[src/rtl/seq_divider.sv]
// Multi-cycle unsigned restoring divider: 2N-bit dividend / N-bit divisor, one quotient bit per clock.
// Optional macro SEQ_DIVIDER_EARLY_EXIT_EN: finish in one step when dividend < divisor.
module seq_divider #(
    parameter int N = 8
) (
    input  logic           clk,
    input  logic           rst,
    input  logic           start,
    input  logic [2*N-1:0] dividend,
    input  logic [N-1:0]   divisor,
    output logic           busy,
    output logic           done,
    output logic [2*N-1:0] quotient,
    output logic [N-1:0]   remainder,
    output logic           div_by_zero
);

    localparam int CW = $clog2(2 * N);
    localparam logic [CW-1:0] LAST = CW'(2 * N - 1);

    typedef enum logic [1:0] {IDLE, RUN, DONE} state_t;
    // Zero-divisor and early-exit jobs spend a single RUN cycle and then load a fixed result.
    typedef enum logic [1:0] {OP_DIVIDE, OP_ZERO, OP_SMALL} op_t;

    state_t         state, state_next;
    op_t            op, op_next;
    logic [2*N-1:0] q_reg, q_next;
    // Partial remainder stays below the divisor, so N bits hold it; the trial value adds the extra bit.
    logic [N-1:0]   r_reg, r_next;
    logic [CW-1:0]  cnt, cnt_next;
    logic [N-1:0]   dvsr, dvsr_next;
    logic [2*N-1:0] quotient_next;
    logic [N-1:0]   remainder_next;
    logic           div_by_zero_next;

    logic [N:0]     trial;
    logic           bit_q;
    logic [N-1:0]   r_step;

    assign trial  = {r_reg, q_reg[2*N-1]};
    assign bit_q  = (trial >= {1'b0, dvsr});
    assign r_step = bit_q ? N'(trial - {1'b0, dvsr}) : trial[N-1:0];

    assign busy = (state == RUN);
    assign done = (state == DONE);

    // NOTE: sequential state uses non-blocking assignments so every register samples pre-edge values.
    always_ff @(posedge clk or posedge rst) begin
        if (rst) begin
            state       <= IDLE;
            op          <= OP_DIVIDE;
            q_reg       <= '0;
            r_reg       <= '0;
            cnt         <= '0;
            dvsr        <= '0;
            quotient    <= '0;
            remainder   <= '0;
            div_by_zero <= 1'b0;
        end else begin
            state       <= state_next;
            op          <= op_next;
            q_reg       <= q_next;
            r_reg       <= r_next;
            cnt         <= cnt_next;
            dvsr        <= dvsr_next;
            quotient    <= quotient_next;
            remainder   <= remainder_next;
            div_by_zero <= div_by_zero_next;
        end
    end

    always_comb begin
        // NOTE: every output of this block gets a default first, so no path can infer a latch.
        state_next       = state;
        op_next          = op;
        q_next           = q_reg;
        r_next           = r_reg;
        cnt_next         = cnt;
        dvsr_next        = dvsr;
        quotient_next    = quotient;
        remainder_next   = remainder;
        div_by_zero_next = div_by_zero;

        case (state)
            IDLE, DONE: begin
                state_next = IDLE;
                if (start) begin
                    state_next = RUN;
                    dvsr_next  = divisor;
                    q_next     = dividend;
                    r_next     = '0;
                    op_next    = OP_DIVIDE;
                    cnt_next   = '0;
                    if (divisor == '0) begin
                        op_next  = OP_ZERO;
                        cnt_next = LAST;
                    end
`ifdef SEQ_DIVIDER_EARLY_EXIT_EN
                    else if (dividend < {{N{1'b0}}, divisor}) begin
                        op_next  = OP_SMALL;
                        cnt_next = LAST;
                    end
`endif
                end
            end

            RUN: begin
                if (op == OP_DIVIDE) begin
                    q_next   = {q_reg[2*N-2:0], bit_q};
                    r_next   = r_step;
                    cnt_next = cnt + CW'(1);
                end
                if (cnt == LAST) begin
                    state_next = DONE;
                    case (op)
                        OP_ZERO: begin
                            quotient_next    = '1;
                            remainder_next   = q_reg[N-1:0];
                            div_by_zero_next = 1'b1;
                        end
                        OP_SMALL: begin
                            quotient_next    = '0;
                            remainder_next   = q_reg[N-1:0];
                            div_by_zero_next = 1'b0;
                        end
                        default: begin
                            quotient_next    = {q_reg[2*N-2:0], bit_q};
                            remainder_next   = r_step;
                            div_by_zero_next = 1'b0;
                        end
                    endcase
                end
            end

            default: state_next = IDLE;
        endcase
    end

endmodule
[config.mk]
export PLATFORM = sky130hd
export DESIGN_NAME = seq_divider
export DESIGN_NICKNAME = d
export VERILOG_FILES = /design/src/rtl/seq_divider.sv
export SDC_FILE = /design/constraint.sdc
export NUM_CORES = 1
export LEC_CHECK = 0
export CAP_MARGIN = 10
export CORE_MARGIN = 1
export CORE_UTILIZATION = 48
export DETAILED_ROUTE_END_ITERATION = 16
export PLACE_DENSITY = 0.82
export SLEW_MARGIN = 20
export SYNTH_ARGS = -nofsm -noshare
export SYNTH_HDL_FRONTEND = slang
export SYNTH_SLANG_ARGS = --single-unit
[constraint.sdc]
create_clock -name clk -period 2.3 [get_ports clk]
set_input_delay 0.575 -clock clk [delete_from_list [all_inputs] [get_ports clk]]
set_output_delay 0.575 -clock clk [all_outputs]
set_load 0.02 [all_outputs]
==> metrics.txt <==
Critical Path Start=r_reg[6]$_DFFE_PP0P_; placed cell area=about 3900 um2; Synth top area share=49.6%; ys flop type=dfrtp_1; FFs w/ async S/R, synth=100%; GRT Resource Usage Total=23.8%; Routed Antenna Nets=0; # hold bufs at CTS=0; VDD IR max=approximately 0.62 mV; R2R Path End=r_reg[5]$_DFFE_PP0P_; DRC Markers=4; final non-filler cell total=~500; Post-synth EDFFs=0; Mapped Nets=394; fin nets=453; critical path arrival=2.45 ns; Sw Ratio=42.2%; period utilisation layout=95.2%; GRT overflow=0; Area contributors post-synth=dfrtp_1, nand2_1, o21ai_0; failing checks=design-rule violations; power share of the sequential group=31.1%; CP Launch Type=flop; hold path start=quotient[7]$_DFFE_PP0P_; drt pass-1 iters=10; leakage=between 1.5 and 2 nW; detailed-route via count=2819; Worst R2R Setup Slack=0.11 ns; pin count of the biggest net entering global routing=36; CORE AREA=roughly 6400 um2; Worst-Margin Slew=0.449 ns; DP HPWL=5.50 mm; fin crit period=approximately 2.2 ns; clock buffer count from CTS=9; Yosys reg bits=64; area of the die=7060 um2; Hold WS=0.472 ns; Worst-Skew Late Latency=0.35 ns; CTS tree=yes; H-tree levels=3; Clk network pwr share=around 15%; # placed instances=481; Rows=29; Distinct cells, synth=44; power density cells=1620 nW/um2; HP Class=reg -> reg; Max FO, Critical Path=8; Setup crit end kind=flop; Worst Slack Setup Final=~0.11 ns; Post-Synthesis Cells=357; diodes inserted=0; # setup viols final=0; Final Cell Area=4130 um2; vias in the first global route=2745; initial antenna violation count=0; clock sink count=64; Starting Density=between 50% and 60%; Int Pwr=3.86 mW; first-pass GRT wire length=13.1 mm; overall die height=about 84 um; Yosys warning count=0; final hold vios=0; max-slew violations=0; DP Worst Slack=approximately 0.049 ns; GP Congestion=0.892; WL per Instance=15.6 um; I/O Pins=54; Clock transition at path regs=roughly 0.080 ns; Synth Cell Area=between 3000 and 4000 um2; WP data required=2.56 ns; clock root cell=clkbuf_8; Fin Clk Skew=0.0107 ns; most frequent cells in the layout=nand2_1, dfrtp_1, clkdlybuf4s50_1; sequential element share of the synthesized area=49.6%; drt initial violations=204; Worst Reg2Reg Path Length in Cells=6; area leader, netlist=dfrtp_1; CTS max path bufs=2; kind of critical path=reg -> reg; Post-Route Utilization=~64%; Critical R2R Launch=r_reg[6]$_DFFE_PP0P_; combinational share of power=between 50% and 60%; Max Fclk=approximately 0.46 GHz; commonest non-fill, non-tap cell in the layout=nand2_1; die width=84.0 um; share of cells above drive strength 1=approximately 13%; Slew headroom=70.0%; total routed wirelength=7.76 mm; number of max-cap violations=0; Area Growth Syn to Fin=27.9%; Buffers on Ports=53; status=finished with violations; Total Power=6.68 mW; hold depth=2; Vias/cell=5.66; Worst Hold Path EP=quotient[7]$_DFFE_PP0P_; syn avg cell area=9.04 um2; accumulated negative setup slack=0 ns; net load switching power=2.82 mW
-- cells in the mapped netlist, types with 2 or more instances --
master      n
nand2_1    76
dfrtp_1    64
o21ai_0    33
nor2_1     29
a31oi_1    20
inv_1      15
a21oi_1    13
clkbuf_1   13
ha_1        9
mux2_2      9
nand3_1     8
nand3b_1    7
buf_2       5
a21o_1      4
mux2i_1     4
nor2b_1     4
a211oi_1    3
nand2b_1    3
nor3_1      3
o22ai_1     3
and3_1      2
buf_4       2
nor3b_1     2
nor4_1      2
o2111ai_1   2
o211ai_1    2
o21a_1      2
xor2_1      2
-- critical path, cell delays in order (launching register included) --
cell	delay, ns
dfrtp_1	0.44
ha_2	0.40
nand3_2	0.09
or2_1	0.25
o21a_2	0.30
or3b_1	0.43
a31oi_1	0.20
-- how the worst max path moves through the flow --
stage,to,slack [ns],depth (start not counted)
final,r_reg[5]$_DFFE_PP0P_,0.11,6
after global routing,r_reg[6]$_DFFE_PP0P_,-0.005,7
after CTS,remainder[3]$_DFFE_PP0P_,0.02,7
after detailed placement,remainder[3]$_DFFE_PP0P_,0.05,7
after global placement,remainder[6]$_DFFE_PP0P_,0.12,7
after floorplan,cnt[0]$_DFFE_PP0P_,0.13,1
-- area by class of cell --
type	count	area, um2
Sequential cell	64	1600
Tap cell	77	96.3
Multi-Input combinational cell	257	1490
Clock buffer	10	138
Timing Repair Buffer	69	678
Fill cell	519	2290
Clock inverter	6	67.6
Inverter	15	56.3
-- kinds of logic after synthesis --
family	count (synthesis)	synth area share (%)
AOI/OAI and AO/OA	87	16.0
buffers and inverters	36	4.61
DFF	64	49.6
and+or+nand+nor	145	20.7
xor gates and xnor gates	2	0.543
adders and majority gates	10	4.11
muxes	13	4.38
-- per-layer routing --
| metal | vias to the layer above | routed length, um | track usage, % |
|---|---|---|---|
| met3 | 8 | 440 | 5.04 |
| met1 | 1372 | 3460 | 31.8 |
| met2 | 87 | 3770 | 38.2 |
| met5 | - | 0 | 0 |
| li1 | 1352 | - | - |
| met4 | 0 | 94 | 9.25 |
-- power groups by stage --
stage | combinational, mW | sequential, mW | clock, mW
floorplan | 2.22 | 2.23 | 0
global route | 3.99 | 2.14 | 1.06
CTS | 3.52 | 2.07 | 1.02
finish | 3.59 | 2.08 | 1.01
detailed placement | 3.47 | 2.09 | 0
global placement | 3.38 | 2.06 | 0
-- what timing repair did --
item	CTS	global route
buffers inserted	0	1
resized for setup	0	7
setup endpoints to repair	0	16
Note: power is estimated with default switching activity, not from simulation.
